$ cat src/rtl/ctrl_pkg.sv
// ctrl_pkg: shared constants and FSM state type for the ctrl_tx register-write UART transmitter.
// Frame length grows to FRAME_LEN_CSUM when CTRL_TX_CHECKSUM_EN is defined.
package ctrl_pkg;
    localparam logic [7:0] SYNC_BYTE = 8'hA5;
    localparam int FRAME_LEN = 3;
    localparam int FRAME_LEN_CSUM = 4;
    typedef enum logic [1:0] {IDLE, START, DATA, STOP} tx_state_t;
endpackage

$ cat src/rtl/uart_tx_byte.sv
// uart_tx_byte: 8N1 byte serializer with a DIV-cycle baud down-counter.
// take pulses when a byte is accepted; a pending byte is taken at the end of a stop bit without a gap.
module uart_tx_byte
    import ctrl_pkg::*;
#(
    parameter int DIV = 234
) (
    input  logic       clk,
    input  logic       rst_n,
    input  logic       valid,
    input  logic [7:0] data,
    output logic       take,
    output logic       tx,
    output logic       busy
);
    localparam int CW = $clog2(DIV + 1);
    localparam logic [CW-1:0] RELOAD = CW'(DIV - 1);

    tx_state_t state, next_state;
    logic [CW-1:0] cnt, cnt_nxt;
    logic [2:0] bit_idx, bit_nxt;
    logic [7:0] shreg, sh_nxt;
    logic tx_nxt;
    logic done;

    assign done = cnt == '0;
    assign busy = state != IDLE;

    always_ff @(posedge clk or negedge rst_n) begin
        if (!rst_n) begin
            state   <= IDLE;
            cnt     <= '0;
            bit_idx <= '0;
            shreg   <= '0;
            tx      <= 1'b1;
        end else begin
            state   <= next_state;
            cnt     <= cnt_nxt;
            bit_idx <= bit_nxt;
            shreg   <= sh_nxt;
            tx      <= tx_nxt;
        end
    end

    always_comb begin
        next_state = state;
        cnt_nxt    = done ? RELOAD : cnt - 1'b1;
        bit_nxt    = bit_idx;
        sh_nxt     = shreg;
        tx_nxt     = tx;
        take       = 1'b0;
        case (state)
            IDLE: begin
                cnt_nxt = '0;
                if (valid) begin
                    take       = 1'b1;
                    next_state = START;
                    cnt_nxt    = RELOAD;
                    sh_nxt     = data;
                    tx_nxt     = 1'b0;
                end
            end
            START: begin
                if (done) begin
                    next_state = DATA;
                    bit_nxt    = '0;
                    tx_nxt     = shreg[0];
                end
            end
            DATA: begin
                if (done) begin
                    if (bit_idx == 3'd7) begin
                        next_state = STOP;
                        tx_nxt     = 1'b1;
                    end else begin
                        bit_nxt = bit_idx + 1'b1;
                        sh_nxt  = shreg >> 1;
                        tx_nxt  = shreg[1];
                    end
                end
            end
            STOP: begin
                if (done) begin
                    if (valid) begin
                        take       = 1'b1;
                        next_state = START;
                        sh_nxt     = data;
                        tx_nxt     = 1'b0;
                    end else begin
                        next_state = IDLE;
                        cnt_nxt    = '0;
                    end
                end
            end
        endcase
    end
endmodule

$ cat src/rtl/ctrl_tx.sv
// ctrl_tx: queues {addr,data} register writes and sends each as a sync/addr/data UART frame.
// Define CTRL_TX_CHECKSUM_EN to append an XOR checksum byte to every frame.
module ctrl_tx
    import ctrl_pkg::*;
#(
    parameter int CLK_HZ     = 27000000,
    parameter int BAUD       = 115200,
    parameter int FIFO_DEPTH = 4
) (
    input  logic       I_clk,
    input  logic       I_rst_n,
    input  logic       I_wr,
    input  logic [3:0] I_addr,
    input  logic [7:0] I_data,
    output logic       O_full,
    output logic       O_busy,
    output logic       O_drop,
    output logic       O_tx
);
    localparam int DIV = CLK_HZ / BAUD;
    localparam int AW = $clog2(FIFO_DEPTH);
`ifdef CTRL_TX_CHECKSUM_EN
    localparam int FLEN = FRAME_LEN_CSUM;
`else
    localparam int FLEN = FRAME_LEN;
`endif

    logic [11:0] mem [FIFO_DEPTH];
    logic [AW:0] wptr, rptr;
    logic [11:0] cur;
    logic [1:0] idx;
    logic [7:0] tx_byte;
    logic empty, push, pop, valid, take, ser_busy;

    assign empty  = wptr == rptr;
    assign O_full = (wptr ^ rptr) == {1'b1, {AW{1'b0}}};
    assign O_busy = ser_busy || !empty;
    assign push   = I_wr && !O_full;
    assign valid  = idx != 2'd0 || !empty;
    assign pop    = take && idx == 2'd0;

`ifdef CTRL_TX_CHECKSUM_EN
    assign tx_byte = idx == 2'd0 ? SYNC_BYTE :
                     idx == 2'd1 ? {4'h0, cur[11:8]} :
                     idx == 2'd2 ? cur[7:0] :
                     SYNC_BYTE ^ {4'h0, cur[11:8]} ^ cur[7:0];
`else
    assign tx_byte = idx == 2'd0 ? SYNC_BYTE :
                     idx == 2'd1 ? {4'h0, cur[11:8]} : cur[7:0];
`endif

    always_ff @(posedge I_clk) begin
        if (push) mem[wptr[AW-1:0]] <= {I_addr, I_data};
    end

    // the head entry is latched at the sync byte so addr/data stay stable for the rest of the frame
    always_ff @(posedge I_clk or negedge I_rst_n) begin
        if (!I_rst_n) begin
            wptr   <= '0;
            rptr   <= '0;
            cur    <= '0;
            idx    <= '0;
            O_drop <= 1'b0;
        end else begin
            O_drop <= I_wr && O_full;
            if (push) wptr <= wptr + 1'b1;
            if (pop) begin
                rptr <= rptr + 1'b1;
                cur  <= mem[rptr[AW-1:0]];
            end
            if (take) idx <= idx == 2'(FLEN - 1) ? 2'd0 : idx + 1'b1;
        end
    end

    uart_tx_byte #(.DIV(DIV)) u_ser (
        .clk  (I_clk),
        .rst_n(I_rst_n),
        .valid(valid),
        .data (tx_byte),
        .take (take),
        .tx   (O_tx),
        .busy (ser_busy)
    );
endmodule

$ cat config.mk
export PLATFORM = sky130hd
export DESIGN_NAME = ctrl_tx
export DESIGN_NICKNAME = d
export VERILOG_FILES = /design/src/rtl/ctrl_pkg.sv /design/src/rtl/uart_tx_byte.sv /design/src/rtl/ctrl_tx.sv
export SDC_FILE = /design/constraint.sdc
export NUM_CORES = 1
export LEC_CHECK = 0
export ABC_AREA = 1
export BUFFER_PORTS_ARGS = -buffer_cell sky130_fd_sc_hd__buf_2
export CORE_MARGIN = 5
export CORE_UTILIZATION = 56
export CTS_BUF_LIST = sky130_fd_sc_hd__clkbuf_4
export CTS_CLUSTER_SIZE = 12
export DETAILED_ROUTE_END_ITERATION = 7
export HOLD_SLACK_MARGIN = 0.12
export PLACE_DENSITY = 0.84
export SYNTH_ARGS = -nofsm -noshare
export SYNTH_HDL_FRONTEND = slang
export SYNTH_SLANG_ARGS = --single-unit
$ cat constraint.sdc
create_clock -name I_clk -period 1.91 [get_ports I_clk]
set_clock_uncertainty 0.05 [all_clocks]
set_input_delay 0.382 -clock I_clk [delete_from_list [all_inputs] [get_ports I_clk]]
set_output_delay 0.382 -clock I_clk [all_outputs]
set_load 0.02 [all_outputs]
# Word level (Yosys, flattened, before mapping)
# Memories as Yosys holds them, arrays and structs flattened. A register that Yosys moved wholly into a read port is not among the register bits.
# Index checks and enable logic that the tools add are counted.
# W data, S select, Z words.
# totals
register_bits,31
ramBits,48
inputBits,15
output_inout_bits,4
n_memories,1
# memory_table
name,depth,word_bits,rd,rd_clocked_by_memory_dff,write_ports,line,rtl
mem,4,12,1,1,1,ctrl_tx.sv:28,logic [11:0] mem [FIFO_DEPTH];
# classes
addsub,5
n_eq_ne,14
mux,35
bitwise_logic,1
n_reduce_logical,19
# ops
cell,n
$mux W8,10
$pmux W8 S3,1
$pmux W8 S2,1
$mux W2,6
$mux W1,10
$ne A2 B1 Y1 const B,5
$add A3 B1 Y3 const B,3
$mux W3,3
$logic_not A8 Y1,1
$pmux W2 S4,1
$reduce_and A4 Y1,2
$sub A8 B1 Y8 const B,1
$eq A2 B2 Y1 const B,3
$eq A3 B3 Y1 const B,2
$pmux W3 S2,1
$reduce_bool A2 Y1,3
$reduce_and A5 Y1,1
$eq A2 B1 Y1 const B,2
$logic_not A2 Y1,2
$pmux W1 S4,1
$eq A3 B3 Y1,1
$logic_and A1 B1 Y1,3
$logic_not A1 Y1,3
$reduce_and A3 Y1,1
other kinds (6),7

# Depth between registers and ports, before layout
# Gate-level depths: netlist (run 1).
# depth
depth_word,7
depth_mapped,12
ltp_nobuf,11

# Cells and area by module
# From an unflattened synthesis (run 1), not the netlist that was laid out.
# hier_totals
hier_cells,441
area_unflattened_um2,4366.7
# by_module_without_submodules
module,n_inst,cells_each,area_per_inst_um2,seq_area_each_um2
ctrl_tx,1,264,3000.4,1966.9
uart_tx_byte,1,177,1366.3,551.8

# Least setup slack after synthesis (run 1)
# Ideal clock, no wire load.
# synth_timing
path_kind,reg2reg
from,register rptr[0]
to,memory mem[3][0] (enable)
arrival_time_ns,1.598
t_required_ns,1.477
slack_ns,-0.121
stages_incl_launch_ff,9
path_buffers,1
cell_sequence,dfrtp_1 buf_4 inv_4 nand2_1 nand2_1 nor2_2 nand3_1 nand2_2 nor2_1
# synth_via
elab_chain_cells,6
# synth_lines
element,line,rtl
start: declaration,ctrl_tx.sv:29,"logic [AW:0] wptr, rptr;"
start signal: assignment,ctrl_tx.sv:68,rptr <= rptr + 1'b1;
$xor A3 B3 Y3,ctrl_tx.sv:36,"assign O_full = (wptr ^ rptr) == {1'b1, {AW{1'b0}}};"
$eq A3 B3 Y1,ctrl_tx.sv:36,
$logic_not A1 Y1,ctrl_tx.sv:38,assign push = I_wr && !O_full;
$logic_and A1 B1 Y1,ctrl_tx.sv:38,
$mux W1,ctrl_tx.sv:53,"if (push) mem[wptr[AW-1:0]] <= {I_addr, I_data};"
$mux W1 (not written as such),ctrl_tx.sv:53,
end: declaration,ctrl_tx.sv:28,
# No other way between the ends.

# Final worst setup path (run 1)
# layout_timing
from,register rptr[1]
to,output O_busy
# layout_via
elab_chain_cells,3
# layout_lines
element,line,rtl
$eq A3 B3 Y1,ctrl_tx.sv:35,assign empty = wptr == rptr;
$logic_not A1 Y1,ctrl_tx.sv:37,assign O_busy = ser_busy || !empty;
$logic_or A1 B1 Y1,ctrl_tx.sv:37,
end: declaration,ctrl_tx.sv:16,"output logic O_busy,"
# No other way between the ends.

==> results of run 1 <==
where the power goes:
part	switching (mW)	internal, mW	total (mW)
Clock	0.735	0.307	1.04
Combinational	0.487	0.388	0.876
Sequential	0.0746	2.33	2.40
Yosys cell counts (2+ instances only):
| cell type | instances |
|---|---|
| o22ai_1 | 13 |
| nand2_4 | 3 |
| xor2_1 | 4 |
| o21ai_0 | 42 |
| nor2_2 | 3 |
| edfxtp_1 | 48 |
| nand2_2 | 3 |
| nand2_1 | 103 |
| nor2_1 | 39 |
| nand3b_1 | 2 |
| nand4_1 | 2 |
| buf_4 | 2 |
| a21oi_1 | 3 |
| nand3_1 | 41 |
| clkbuf_1 | 8 |
| inv_1 | 27 |
| ha_1 | 14 |
| dfrtp_1 | 42 |
| or2_2 | 2 |
| inv_2 | 4 |
area by class of cell:
class | count | area, um^2 | area share
Tap cell | 99 | 123.9 | 0.02506
Timing Repair Buffer | 62 | 521.8 | 0.1056
Sequential cell | 91 | 2520 | 0.5099
Multi-Input combinational cell | 282 | 1519 | 0.3073
Clock buffer | 9 | 67.56 | 0.01367
Inverter | 32 | 122.6 | 0.02481
Clock inverter | 7 | 67.56 | 0.01367
through the flow:
step / utilization / power (mW) / area [um^2]
floorplan: - / 2.776 / 4169
global placement: 0.6184 / 3.021 / 4486
detailed placement: 0.6184 / 3.055 / 4486
CTS: 0.6752 / 4.276 / 4897
global route: 0.6814 / 4.529 / 4942
finish: 0.6814 / 4.318 / 4942
kinds of logic (layout without fill, tap and decap cells):
kind of cell | Yosys count | in the layout
AND/OR/NAND/NOR | 203 | 203
flip-flops | 91 | 91
adder cells (fa/ha/maj) | 14 | 14
AO/OA/AOI/OAI | 61 | 61
buffers and inverters | 44 | 110
XOR/XNOR | 4 | 4
repair_timing:
action                     in CTS  in global routing
setup buffers                  12                  3
hold endpoints to repair       66                  0
gates cloned                    0                  0
pin swaps                       3                  2
hold buffers                   14                  0
gates resized for setup        15                  6
setup endpoints to repair       2                 23
how the worst max path moves through the flow:
stage | to | slack [ns] | cells after the start
final | O_busy | -0.01 | 6
after floorplan | mem[0][0] | -0.07 | 8
after global routing | O_busy | -0.1 | 7
after CTS | O_busy | -0.03 | 6
after global placement | rptr[1] | 0.16 | 11
after detailed placement | cur[0] | 0.12 | 8
layer usage:
metal,vias to the layer above,track usage,part of all wire
met5,-,0,0
met4,0,0.07109,0.016
met3,12,0.02893,0.030
met2,61,0.3680,0.52
met1,1490,0.2504,0.43
li1,1533,-,-
cells in the final DEF, fill, tap and decap left out, types with 13 or more instances in the layout:
| cell type | instances |
|---|---|
| nand2_1 | 98 |
| edfxtp_1 | 48 |
| inv_1 | 24 |
| nor2_1 | 37 |
| buf_4 | 25 |
| nand3_1 | 39 |
| dfrtp_1 | 41 |
| dlygate4sd3_1 | 14 |
| o21ai_0 | 42 |
| o22ai_1 | 13 |
| buf_2 | 16 |
| ha_1 | 14 |
flip-flops by register name, indices dropped and copies added, names as in the netlist:
register	cells
O_drop	1
mem	48
wptr	3
cur	12
u_ser.bit_idx	3
u_ser.state	2
u_ser.tx	1
u_ser.cnt	8
u_ser.shreg	8
rptr	3
idx	2
worst register-to-register path: stages (launching register included):
cell and delay, ns:
dfrtp_2 0.47, inv_2 0.07, nand2_1 0.06, nand2_2 0.07, nor2_4 0.05, nand3_2 0.06
buf_4 0.10, buf_4 0.10, nand2_2 0.10, nor2_1 0.21, buf_12 0.18
==> run metrics, run 1 <==
worst vdd ir 0.0007450 V; number of enable flip-flop cells after synthesis 48; clock tree buffer depth 2; row count 31; core box area 7253 um^2; Lkg Pwr 2.135 nW; slew margin rel. 0.6983; dpl ws 0.1244 ns; antenna viol nets, final 0; number of remaining DRC errors 0; Setup Viol. Count Final 1; Critical Path RT 1.48 ns; drt wl/cell 14.50 um; P&R area growth vs syn 18.62%; DR iter-0 viols 149; vias per cell 5.320; WL final 8.438 mm; Final Hold Vio Count 0; mapped cell area 4166 um^2; post-synthesis simple-gate area fraction 0.2219; Worst Hold Slack 0.3421 ns; sequential share of the synthesized area 0.6045; hold crit path type in2async; Syn Nets 446; Critical Path Slowest Stage Cell dfrtp_2; Area contributors post-synth edfxtp_1 35%, dfrtp_1 25%, nand2_1 9.3%; n_diodes 0; Pwr Density 873.8 nW/um^2; reg-to-reg startpoint rptr[1]; Most used DFF post-synth edfxtp_1; crit-path cells nand2_1 -> nand2_2 -> nor2_4 -> buf_6 -> nand3_4 -> buf_6; largest family of logic cells by synthesized area simple AND/OR/NAND/NOR gates; Max stage delay on crit path 0.47 ns; first-pass GRT wire length 14.43 mm; CTS tree built; PortBufs 18; Worst R2R End mem[1][5]; FILL cells 552; post-synthesis compound-gate area fraction 0.07928; Slew Viols, Final 0; MaxCap Viol Count 0; CP Capture Type output port; Root Driver clkbuf_4; DP HPWL 5.506 mm; Worst Path Max Fanout 4; Synth Warn # 0; Tmin final 1.925 ns; num ports 19; Top delay family on crit path flip-flops; setup TNS -0.01469 ns; Global Route Usage Sum 0.2048; CP startpoint rptr[1]; layout cell share with drive strength beyond 1 0.2050; vias in the first global route 3080; status complete, but fails checks; #FFs+latches synth 91; Syn Area/Cell 9.992 um^2; fin crit share 1.008; vias 3096; Synth area leader edfxtp_1; final worst slack -0.01469 ns; initial antenna violation count 0; Non-Filler Instances 582; Fmax 519.6 MHz; Clock Sink Count 91; total grt overflow 0; Worst-Margin Slew 0.4526 ns; Gate Count Post-Synth 417; mux cell area share after synthesis 0; Nets 507; Die Y 96.26 um; Initial Utilization 0.5744; largest net degree at the start of global routing 27; post-synthesis adder-cell area fraction 0.04204; final RePlAce weighted congestion 0.8668; CP most frequent cell buf_6; CP Launch Type register; top-area cell type share of the netlist area 0.3459; crit path kind reg2out; FFs w/ async S/R, synth 0.4725; R2R cell count 10; register clock-pin slew on the reported worst setup and hold paths 0.16 ns; die footprint 9265 um^2; CP arrival 1.49 ns; Clock Latency Late Sink 0.44 ns; Bufs and invs on worst path 2; TritonRoute pass-1 iters 4; failing checks negative setup slack; DP Cell Count 537; flop2flop setup slack 0.12 ns; Netlist cell types 32; post-synthesis xor/xnor area fraction 0.008408; RSZ-0062 raised after global routing yes; Die Width 96.26 um; total CTS buffers 9; Max H-tree Level 3
(Power assumes the default switching activity.)
==> run 2: changes to the inputs <==
- CORE_UTILIZATION: 56 -> 35
- PLACE_DENSITY: 0.84 -> 0.57
- TNS_END_PERCENT: default -> 10
- clock period: 1.91 -> 2.1 ns (I/O delays scaled with it)
==> run metrics, run 2 (synthesis gave the netlist of run 1 again) <==
slew margin rel. 0.6332 (-0.06503); number of remaining DRC errors 0 (unchanged); clock tree buffer depth 2 (unchanged); Fmax 500.4 MHz; Die Y 119.1 um (+24%); CP Capture Type output port; CTS tree built; total CTS buffers 9 (unchanged); antenna viol nets, final 0 (unchanged); reg-to-reg startpoint u_ser.cnt[1]; Final Hold Vio Count 0 (unchanged); flop2flop setup slack 0.24 ns (+0.12 ns); R2R cell count 11 (+1); RSZ-0062 raised after global routing yes; Power Total 3.697 mW (-14%); Pwr Density 768.0 nW/um^2 (-12%); Lkg Pwr 2.065 nW (-3.3%); max reg flops 48 (unchanged); area of the multi-input gates 1483 um^2 (-2.4%); crit path kind reg2out; vias in the first global route 2844 (-7.7%); Max H-tree Level 3 (unchanged); initial antenna violation count 0 (unchanged); hold crit path type in2reg; status finished, final reports clean; row count 39 (+26%); Reg area 2519 um^2 (about the same); layout cell share with drive strength beyond 1 0.1699 (-0.03512); CP arrival 1.53 ns (+0.04 ns); Nets 495 (-2.4%); dpl ws 0.1513 ns (+0.02697 ns); Worst Hold Slack 0.1569 ns (-0.1852 ns); CP Launch Type register; worst vdd ir 0.0005483 V (-26%); FILL cells 1113 (+100%); Clock Sink Count 91 (unchanged); Root Driver clkbuf_4; final worst slack 0.1018 ns (+0.1165 ns); WL final 8.110 mm (-3.9%); n_diodes 0 (unchanged); Worst R2R End u_ser.shreg[3]; Worst Path Max Fanout 5 (+1); post-route cell area 4815 um^2 (-2.6%); Hold Startpoint I_data[5]; Util after Layout 0.4163 (-0.2651); vias 2951 (-4.7%); Critical Path RT 1.63 ns (+0.15 ns); Worst-Margin Slew 0.5501 ns (+0.09754 ns); Setup Viol. Count Final 0 (-1); MaxCap Viol Count 0 (unchanged); largest net degree at the start of global routing 44 (+63%); register clock-pin slew on the reported worst setup and hold paths 0.14 ns (-0.02 ns); most frequent cells in the layout 101 x nand2_1, 48 x edfxtp_1, 42 x dfrtp_1, 42 x o21ai_0, 40 x nand3_1; Hold EP mem[1][5]; Slew Viols, Final 0 (unchanged); core box area 11560 um^2 (+59%); PortBufs 18 (unchanged); total grt overflow 0 (unchanged); commonest non-fill, non-tap cell in the layout nand2_1; fin crit share 0.9515; Die Width 119.1 um (+24%); Global Route Usage Sum 0.1201 (-0.08473); Clock Latency Late Sink 0.44 ns (about the same); drt wl/cell 13.21 um (-8.9%); dpl cell area 4491 um^2 (+0.11%); worst hold path depth 1; vias per cell 4.806 (-9.7%); DR iter-0 viols 186 (+25%); first-pass GRT wire length 13.86 mm (-4.0%); die footprint 14190 um^2 (+53%); P&R area growth vs syn 15.56%; num ports 19 (unchanged); TritonRoute pass-1 iters 6 (+2); Tmin final 1.998 ns; final RePlAce weighted congestion 0.8187 (-5.5%); Initial Utilization 0.3603 (-0.2142); DP HPWL 5.448 mm (-1.0%)
## run 2: cell type report
cell class,count,area share
Clock inverter,7,0.01065
Timing Repair Buffer,50,0.08108
Inverter,32,0.02599
Multi-Input combinational cell,282,0.3080
Clock buffer,9,0.01403
Sequential cell,91,0.5231
Tap cell,143,0.03716
## run 2: critical path: stages (launching register included)
cell and delay (ns):
dfrtp_1 0.43, inv_2 0.08, nand2_1 0.06, nand2_1 0.08
nor2_4 0.15, nand3_1 0.12, buf_2 0.18
## run 2: per-layer routing
metal / wire (um) / vias to the layer above / share of wire / track usage
met2: 3859 / 43 / 0.48 / 0.1904
met5: 0 / - / 0 / 0
met3: 303 / 7 / 0.037 / 0.03507
met1: 3873 / 1399 / 0.48 / 0.1606
li1: - / 1502 / - / -
met4: 72 / 0 / 0.0089 / 0.03476
## run 2: power by group
group,internal [mW],total [mW],switching [mW]
Clock,0.252,0.870,0.618
Combinational,0.262,0.649,0.387
Sequential,2.11,2.18,0.0642
Total,2.63,3.70,1.07
## run 2: worst max path at each step
stage,start,slack [ns],cells after the start,to
6_report,wptr[1],0.10,6,O_busy
3_3_place_gp,u_ser.state[0],0.21,8,cur[5]
2_1_floorplan,rptr[0],0.07,8,mem[3][0]
4_1_cts,wptr[1],0.02,7,O_full
5_1_grt,wptr[1],-0.01,6,O_busy
3_5_place_dp,u_ser.state[0],0.15,8,cur[9]
## run 2: what timing repair did
action | CTS | global route
setup endpoints to repair | 2 | 13
pin swaps | 1 | 1
hold buffers | 11 | 2
hold endpoints to repair | 77 | 3
gates resized for setup | 5 | 5
buffers inserted | 3 | 4
## run 2: per-stage QoR
stage	TNS [ns]	instances
2_1_floorplan	0	417
3_3_place_gp	0	578
3_5_place_dp	0	578
4_1_cts	0	608
5_1_grt	-0.02250	614
6_report	0	614
==> run 3: changes to the inputs <==
- PLACE_DENSITY: 0.57 -> 0.49
- RECOVER_POWER: default -> 25
- SKIP_CTS_REPAIR_TIMING: default -> 1
==> run metrics, run 3 (synthesis gave the netlist of run 1 again) <==
CP Launch Type register; commonest non-fill, non-tap cell in the layout nand2_1; Global Route Usage Sum 0.1254 (+0.005345); Tmin final 2.006 ns (+0.007546 ns); Worst-Margin Slew 0.5347 ns (-0.01542 ns); DP HPWL 5.659 mm (+3.9%); num ports 19 (unchanged); worst vdd ir 0.0005078 V (-7.4%); status finished, final reports clean; crit path kind reg2out; die footprint 14190 um^2 (unchanged); dpl ws 0.1728 ns (+0.02151 ns); total CTS buffers 9 (unchanged); vias 2941 (-0.34%); Max H-tree Level 3 (unchanged); Die Width 119.1 um (unchanged); Bufs and invs on worst path 2 (unchanged); number of remaining DRC errors 0 (unchanged); Worst Path Max Fanout 4 (-1); core box area 11560 um^2 (unchanged); row count 39 (unchanged); Power Total 3.891 mW (+5.2%); largest net degree at the start of global routing 27 (-39%); crit-path cells inv_2 -> nand2_2 -> nand2_2 -> nor2_4 -> nand3_2 -> buf_2; Final Hold Vio Count 0 (unchanged); Pwr Density 794.2 nW/um^2 (+3.4%); Clock Latency Late Sink 0.46 ns (+0.02 ns); DR iter-0 viols 144 (-23%); post-route cell area 4900 um^2 (+1.8%); Lkg Pwr 2.076 nW (+0.55%); Reg area 2519 um^2 (unchanged); n_diodes 0 (unchanged); PortBufs 18 (unchanged); Root Driver clkbuf_4; antenna viol nets, final 0 (unchanged); vias per cell 4.744 (-1.3%); CP Capture Type output port; hold crit path type in2async; Initial Utilization 0.3603 (unchanged); final worst slack 0.09425 ns (-0.007546 ns); Max stage delay on crit path 0.44 ns (about the same); RSZ-0062 raised after global routing yes; Worst Hold Slack 0.4043 ns (+0.2474 ns); vias in the first global route 2780 (-2.3%); Slew Viols, Final 0 (unchanged); layout cell share with drive strength beyond 1 0.1656 (-0.004233); fin crit share 0.9551 (+0.003593); Nets 501 (+1.2%); Critical Path RT 1.63 ns (about the same); clock tree buffer depth 2 (unchanged); most frequent cells in the layout 98 x nand2_1, 48 x edfxtp_1, 42 x dfrtp_1, 42 x o21ai_0, 39 x nand3_1; TritonRoute pass-1 iters 4 (-2); dpl cell area 4498 um^2 (+0.17%); total grt overflow 0 (unchanged); Setup Viol. Count Final 0 (unchanged); CP most frequent cell nand2_2; Die Y 119.1 um (unchanged); slew margin rel. 0.6435 (+0.01028); FILL cells 1155 (+3.8%); Fmax 498.6 MHz (-0.38%); MaxCap Viol Count 0 (unchanged); register clock-pin slew on the reported worst setup and hold paths 0.16 ns (+0.02 ns); WL final 8.458 mm (+4.3%); area of the multi-input gates 1514 um^2 (+2.1%); initial antenna violation count 0 (unchanged); P&R area growth vs syn 17.60%; Critical Path Slowest Stage Cell dfrtp_1; first-pass GRT wire length 14.10 mm (+1.8%); CTS tree built; Top delay family on crit path flip-flops; Clock Sink Count 91 (unchanged); max reg flops 48 (unchanged); final RePlAce weighted congestion 0.7595 (-7.2%); CP arrival 1.54 ns (about the same); drt wl/cell 13.64 um (+3.3%)
run 3: routing by layer:
metal | track usage | vias to the layer above | wire [um] | part of all wire
met4 | 0.03476 | 0 | 78 | 0.0092
met1 | 0.1663 | 1378 | 4125 | 0.49
met5 | 0 | - | 0 | 0
li1 | - | 1522 | - | -
met2 | 0.1957 | 35 | 3953 | 0.47
met3 | 0.04408 | 6 | 301 | 0.036
run 3: area by class of cell:
type,count,area share
clock inverters,7,0.01456
multi-input cells,282,0.3090
flip-flops and latches,91,0.5140
inverters,32,0.02503
clock buffers,9,0.01379
repair buffers,56,0.08708
well taps,143,0.03652
run 3: power by group:
| part | switching, mW | internal [mW] |
|---|---|---|
| registers | 0.0668 | 2.11 |
| clock network | 0.605 | 0.368 |
| logic | 0.421 | 0.318 |
run 3: metrics by stage:
| stage | utilization | cells | setup TNS (ns) |
|---|---|---|---|
| floorplan | - | 417 | 0 |
| global placement | 0.3889 | 579 | 0 |
| detailed placement | 0.3889 | 579 | 0 |
| CTS | 0.4010 | 595 | -0.3464 |
| global route | 0.4237 | 620 | -0.08458 |
| finish | 0.4237 | 620 | 0 |
run 3: worst register-to-register path, cell delays in order (launching register included):
cell,delay [ns]
dfrtp_1,0.38
inv_1,0.13
ha_1,0.17
nand2_1,0.05
nor2_1,0.16
nand2_2,0.13
nor2_2,0.11
nand3_2,0.14
nand2_8,0.17
nand2_4,0.14
nand2_1,0.09
nand2_1,0.05
run 3: final timing paths:
check	slack, ns	endpoint	from	cells after the start
hold reg to reg	0.42	u_ser.tx	u_ser.tx	2
min in group I_clk	0.42	u_ser.tx	u_ser.tx	2
setup reg to reg	0.23	rptr[0]	u_ser.cnt[0]	11
setup / recovery	0.09	O_busy	wptr[0]	6
max in group asynchronous	0.99	u_ser.tx	I_rst_n	3
hold / removal	0.40	cur[10]	I_rst_n	2
